$ cat src/rtl/memory_arbiter_pkg.sv
// Shared types and constants for the I/D cache main-memory arbiter.
// Imported by memory_arbiter and by anything that inspects its state.
package memory_arbiter_pkg;

    localparam int ARB_ADDR_WIDTH = 28;
    localparam int ARB_DATA_WIDTH = 128;

    localparam logic REQ_I = 1'b0;
    localparam logic REQ_D = 1'b1;

    typedef enum logic [2:0] {
        IDLE    = 3'd0,
        GRANT_I = 3'd1,
        GRANT_D = 3'd2,
        DONE_I  = 3'd3,
        DONE_D  = 3'd4
    } arb_state_t;

endpackage

$ cat src/rtl/memory_arbiter.sv
// Round-robin arbiter sharing one main-memory port between the
// instruction-cache (read-only) and data-cache (read/write) miss paths.
module memory_arbiter
    import memory_arbiter_pkg::*;
#(
    parameter int ADDR_WIDTH = ARB_ADDR_WIDTH,
    parameter int DATA_WIDTH = ARB_DATA_WIDTH
) (
    input  logic                  CLK,
    input  logic                  RESET,
    input  logic                  i_read,
    input  logic [ADDR_WIDTH-1:0] i_address,
    output logic [DATA_WIDTH-1:0] i_readdata,
    output logic                  i_busywait,
    input  logic                  d_read,
    input  logic                  d_write,
    input  logic [ADDR_WIDTH-1:0] d_address,
    input  logic [DATA_WIDTH-1:0] d_writedata,
    output logic [DATA_WIDTH-1:0] d_readdata,
    output logic                  d_busywait,
    output logic                  mem_read,
    output logic                  mem_write,
    output logic [ADDR_WIDTH-1:0] mem_address,
    output logic [DATA_WIDTH-1:0] mem_writedata,
    input  logic [DATA_WIDTH-1:0] mem_readdata,
    input  logic                  mem_busywait
);

    arb_state_t            r_state;
    arb_state_t            w_next;
    logic                  r_last;
    logic                  r_first;
    logic                  r_mem_read;
    logic                  r_mem_write;
    logic [ADDR_WIDTH-1:0] r_mem_address;
    logic [DATA_WIDTH-1:0] r_mem_writedata;
    logic [DATA_WIDTH-1:0] r_i_readdata;
    logic [DATA_WIDTH-1:0] r_d_readdata;

    logic w_i_req;
    logic w_d_req;
    logic w_pick;
    logic w_done;

    assign w_i_req = i_read;
    assign w_d_req = d_read | d_write;

    // Under contention the side that did not win last time goes first.
    assign w_pick = (w_i_req & w_d_req) ? ~r_last
                  : (w_d_req ? REQ_D : REQ_I);

    // The first grant cycle is skipped: memory raises busywait with the strobe.
    assign w_done = ~r_first & ~mem_busywait;

    always_comb begin
        w_next = r_state;
        case (r_state)
            IDLE: begin
                if (w_i_req | w_d_req)
                    w_next = (w_pick == REQ_D) ? GRANT_D : GRANT_I;
            end
            GRANT_I: if (w_done) w_next = DONE_I;
            GRANT_D: if (w_done) w_next = DONE_D;
            DONE_I:  w_next = IDLE;
            DONE_D:  w_next = IDLE;
            default: w_next = IDLE;
        endcase
    end

    always_ff @(posedge CLK or negedge RESET) begin
        if (!RESET) begin
            r_state         <= IDLE;
            r_last          <= REQ_I;
            r_first         <= 1'b0;
            r_mem_read      <= 1'b0;
            r_mem_write     <= 1'b0;
            r_mem_address   <= '0;
            r_mem_writedata <= '0;
            r_i_readdata    <= '0;
            r_d_readdata    <= '0;
        end else begin
            r_state <= w_next;
            case (r_state)
                IDLE: begin
                    if (w_next == GRANT_I) begin
                        r_first       <= 1'b1;
                        r_mem_read    <= 1'b1;
                        r_mem_address <= i_address;
                    end else if (w_next == GRANT_D) begin
                        r_first       <= 1'b1;
                        r_mem_address <= d_address;
                        if (d_write) begin
                            r_mem_write     <= 1'b1;
                            r_mem_writedata <= d_writedata;
                        end else begin
                            r_mem_read <= 1'b1;
                        end
                    end
                end
                GRANT_I, GRANT_D: begin
                    r_first <= 1'b0;
                    if (w_done) begin
                        r_mem_read      <= 1'b0;
                        r_mem_write     <= 1'b0;
                        r_mem_address   <= '0;
                        r_mem_writedata <= '0;
                        r_last <= (r_state == GRANT_D) ? REQ_D : REQ_I;
                        // A withdrawn (flushed) request keeps its old data.
                        if (r_state == GRANT_I && i_read)
                            r_i_readdata <= mem_readdata;
                        if (r_state == GRANT_D && r_mem_read && d_read)
                            r_d_readdata <= mem_readdata;
                    end
                end
                default: ;
            endcase
        end
    end

    always_ff @(posedge CLK) begin
        if (RESET && r_state == IDLE)
            assert (!(d_read && d_write));
    end

    assign i_busywait    = i_read & (r_state != DONE_I);
    assign d_busywait    = (d_read | d_write) & (r_state != DONE_D);
    assign i_readdata    = r_i_readdata;
    assign d_readdata    = r_d_readdata;
    assign mem_read      = r_mem_read;
    assign mem_write     = r_mem_write;
    assign mem_address   = r_mem_address;
    assign mem_writedata = r_mem_writedata;

endmodule

$ cat config.mk
export PLATFORM = sky130hd
export DESIGN_NAME = memory_arbiter
export DESIGN_NICKNAME = d
export VERILOG_FILES = /design/src/rtl/memory_arbiter_pkg.sv /design/src/rtl/memory_arbiter.sv
export SDC_FILE = /design/constraint.sdc
export NUM_CORES = 1
export LEC_CHECK = 0
export CORE_AREA = 2 2 285 287
export DETAILED_ROUTE_END_ITERATION = 8
export DIE_AREA = 0 0 287 289
export PLACE_DENSITY = 0.57
export SETUP_SLACK_MARGIN = 0.3
export SYNTH_ARGS = -nofsm -noshare
export SYNTH_HDL_FRONTEND = slang
export SYNTH_SLANG_ARGS = --single-unit
$ cat constraint.sdc
create_clock -name CLK -period 1.63 [get_ports CLK]
set_input_delay 0.2445 -clock CLK [delete_from_list [all_inputs] [get_ports CLK]]
set_output_delay 0.2445 -clock CLK [all_outputs]
set_load 0.01 [all_outputs]
==> reports/qor.csv <==
metric,value,unit
run status,"complete, but fails checks",
violated checks,negative setup slack,
clock root buffer,sky130_fd_sc_hd__clkbuf_16,
drc violations,0,
Std-Cell Rows,104,
crit-path max cell delay,0.49,ns
category of the worst setup path launch point,flop,
cell internal pwr,40.1,mW
final core occ,37.4,%
arrival time of data at the critical path endpoint,2.33,ns
post-route total power,60.2,mW
measured slew at the worst slew-check pin,0.451,ns
placed wire-length estimate after detailed placement,45200,um
via density per instance,4.09,
Total Wirelength,62500,um
number of buffers added by the clock tree synthesis step,48,
"Avg Cell Area, Syn",13.3,um^2
clock slew at the register clock pins of the worst setup and hold paths,0.06,ns
number of iterations in the first detailed-routing pass,4,
time the final worst path needs with I/O delays and setup,1.88,ns
RD Place Congestion,0.866,
floorplan die area,82900,um^2
RSZ-0062 raised after global routing,true,
master of the slowest instance on the critical path,sky130_fd_sc_hd__dfrtp_2,
I/O Buffers,733,
global-route wire length before repair,87800,um
count of synthesis-stage warnings from yosys,0,
register bit total from synthesis,419,
pin count of the biggest net entering global routing,79,
first-iteration detailed-routing DRC count,374,
number of nets produced by synthesis,1609,
IO Pins,734,
number of max-capacitance violations reported,0,
GRT Total Usage,13.7,%
type of the worst setup path,reg -> reg,
overall die width,287,um
ordered list of cells on the worst path,inv_2 > and3_4 > and3_4 > buf_12 > buf_16 > clkbuf_16 > mux2_4,
leakage component of the power,13.1,nW
combinational share of power,51.2,%
number of endpoints with negative hold slack in the final report,0,
Syn-to-layout area delta,74.5,%
fraction of synthesis flops using an asynchronous set or reset pin,100,%
number of nets with antenna violations after routing,0,
hold crit path type,in -> async,
GR Overflow Total,0,
primary flip-flop cell chosen by synthesis mapping,sky130_fd_sc_hd__dfrtp_1,
area of the core,79900,um^2
wire length per cell after detailed routing,19.1,um
antenna violations before repair,7,
Layout Cell Area excl Fill,29900,um^2
final worst setup slack,-0.246,ns
mapped cell area,17100,um^2
count of final setup violators,793,
routed vias,13400,
nets,2491,
Switching Power,20.1,mW
worst relative slew slack,69.9,%
number of global-route vias before repair,14400,
number of buffers on the longest clock path,3,
fraction of final layout cells sized beyond drive strength 1,25.0,%
r2r worst-path depth,7,
count of pins over their slew limit,0,
TNS Setup,-91.24,ns
number of distinct standard cells referenced by the synthesized netlist,37,
data required time at the worst endpoint,2.09,ns
Pwr Density,2020,nW/um^2
initial core utilization,21.4,%
switching part of the total,33.3,%
later-pin clock latency in the skew report,0.57,ns
Crit Path Max Fanout,8,
"number of standard cells in the layout, taps in and fillers out",3272,
CTS sink cnt,419,
worst vdd rail ir drop,0.918,mV
share of total power in the clock network,18.6,%
crit end category,flop,
crit share post-route,115,%
Max Clk Rate,533,MHz
cell count after synthesis,1291,
Clock Skew,0.0130,ns
count of flip-flops with a built-in enable after synthesis,0,
clock tree from TritonCTS,yes,
sequential area share after synthesis,61.3,%
"worst slack, placed",-0.542,ns
most frequent cell on the critical path,sky130_fd_sc_hd__and3_4,
number of levels in the clock H-tree,2,
Die Height,289,um
WHS,0.121,ns
filler instances,7632,
number of instances in the placed design,3127,
portion of total power attributed to sequential cells,30.2,%
placed instance area,26700,um^2
cells in the final DEF, fill, tap and decap left out, types with 3 or more instances in the layout:
cell type                         instances
sky130_fd_sc_hd__clkinvlp_4               3
sky130_fd_sc_hd__o221ai_1                 3
sky130_fd_sc_hd__diode_2                  4
sky130_fd_sc_hd__nor2_1                   4
sky130_fd_sc_hd__nand4_1                 29
sky130_fd_sc_hd__buf_2                   10
sky130_fd_sc_hd__bufinv_16                4
sky130_fd_sc_hd__mux2_2                 133
sky130_fd_sc_hd__o21ai_0                  4
sky130_fd_sc_hd__nand2_1                158
sky130_fd_sc_hd__mux2i_1                123
sky130_fd_sc_hd__buf_16                  16
sky130_fd_sc_hd__mux2_1                  47
sky130_fd_sc_hd__buf_6                   40
sky130_fd_sc_hd__mux2_4                  77
sky130_fd_sc_hd__clkbuf_1                 5
sky130_fd_sc_hd__clkbuf_8                17
sky130_fd_sc_hd__nand2_2                  3
sky130_fd_sc_hd__buf_8                   15
sky130_fd_sc_hd__clkdlybuf4s50_1        698
sky130_fd_sc_hd__dfrtp_2                  4
sky130_fd_sc_hd__mux2i_2                  4
sky130_fd_sc_hd__buf_12                  33
sky130_fd_sc_hd__inv_1                  157
sky130_fd_sc_hd__clkbuf_16               62
sky130_fd_sc_hd__buf_4                   82
sky130_fd_sc_hd__dfrtp_1                415
sky130_fd_sc_hd__clkinv_2                 5
sky130_fd_sc_hd__o221ai_2                25
power by group through the flow:
stage / logic, mW / clock network, mW / registers [mW]
2_1_floorplan: 10.1 / 0 / 19.9
4_1_cts: 29.5 / 11.6 / 18.1
3_3_place_gp: 27.2 / 0 / 18.0
3_5_place_dp: 27.7 / 0 / 18.1
6_report: 30.8 / 11.2 / 18.2
5_1_grt: 32.9 / 12.0 / 18.7
worst max-delay path: cells and delay by family, from the launching register on:
| kind | cells | cell delay [ns] |
|---|---|---|
| buffers and inverters | 4 | 0.56 |
| flip-flops | 1 | 0.49 |
| multiplexers | 1 | 0.30 |
| AND/OR/NAND/NOR | 2 | 0.40 |
worst paths after layout:
kind                                  start            endpoint  slack, ns
min reg2reg                  d_readdata[40]      d_readdata[40]       0.48
min in group CLK           d_writedata[112]  mem_writedata[112]       0.22
max in group asynchronous             RESET     d_readdata[111]       0.64
min                                   RESET      d_readdata[56]       0.12
max                              r_state[0]      d_readdata[70]      -0.25
max reg2reg                      r_state[0]      d_readdata[70]      -0.25
sequential cells by signal, summed over array words and instances, names as in the netlist:
signal / flops
d_readdata: 128
i_readdata: 128
mem_address: 28
mem_read: 1
mem_write: 1
mem_writedata: 128
r_first: 1
r_last: 1
r_state: 3
kinds of logic after synthesis:
kind of cell    Yosys count  share of synthesized area, %
xor+xnor                  1                        0.0512
compound gates           43                          2.51
simple gates            208                          5.21
flops                   419                          61.3
buf+inv                 235                          6.57
mux                     385                          24.4
layer usage:
layer	share of wire, %	track usage, %
met1	37	15.0
met4	3.7	5.66
met2	51	24.5
met5	0.058	0
met3	8.0	4.54
repair_timing:
item | 4_1_cts | 5_1_grt
gates resized for setup | 224 | 121
buffers inserted | 20 | 10
gates cloned | 9 | 16
endpoints found under the hold margin | 235 | 0
pin swaps | 8 | 7
hold buffers | 1 | 0
endpoints found under the setup margin | 831 | 832
cells in the mapped netlist (2+ instances only):
cell type	instances	share of area [%]
sky130_fd_sc_hd__a21boi_0	2	0.088
sky130_fd_sc_hd__a21oi_1	3	0.088
sky130_fd_sc_hd__buf_2	35	1.0
sky130_fd_sc_hd__buf_4	17	0.75
sky130_fd_sc_hd__buf_6	15	0.99
sky130_fd_sc_hd__buf_8	2	0.18
sky130_fd_sc_hd__clkbuf_1	7	0.15
sky130_fd_sc_hd__dfrtp_1	419	61
sky130_fd_sc_hd__inv_1	158	3.5
sky130_fd_sc_hd__mux2_1	115	7.6
sky130_fd_sc_hd__mux2_2	142	9.3
sky130_fd_sc_hd__mux2i_1	128	7.5
sky130_fd_sc_hd__nand2_1	161	3.5
sky130_fd_sc_hd__nand4_1	29	1.1
sky130_fd_sc_hd__nor2_1	6	0.13
sky130_fd_sc_hd__nor3_1	2	0.058
sky130_fd_sc_hd__o21ai_0	4	0.12
sky130_fd_sc_hd__o221ai_1	18	0.92
sky130_fd_sc_hd__o221ai_2	10	0.88
layout make-up:
class                   count  area, um^2  share of cell area (%)
flip-flops and latches    419       10500                    35.1
well taps                1060        1330                    4.44
clock buffers              70        1450                    4.87
clock inverters            15         201                   0.675
multi-input cells         637        6000                    20.1
repair buffers            909        9790                    32.8
inverters                 158         593                    1.99
diodes                      4        10.0                  0.0335
Note: power is estimated with default switching activity, not from simulation.
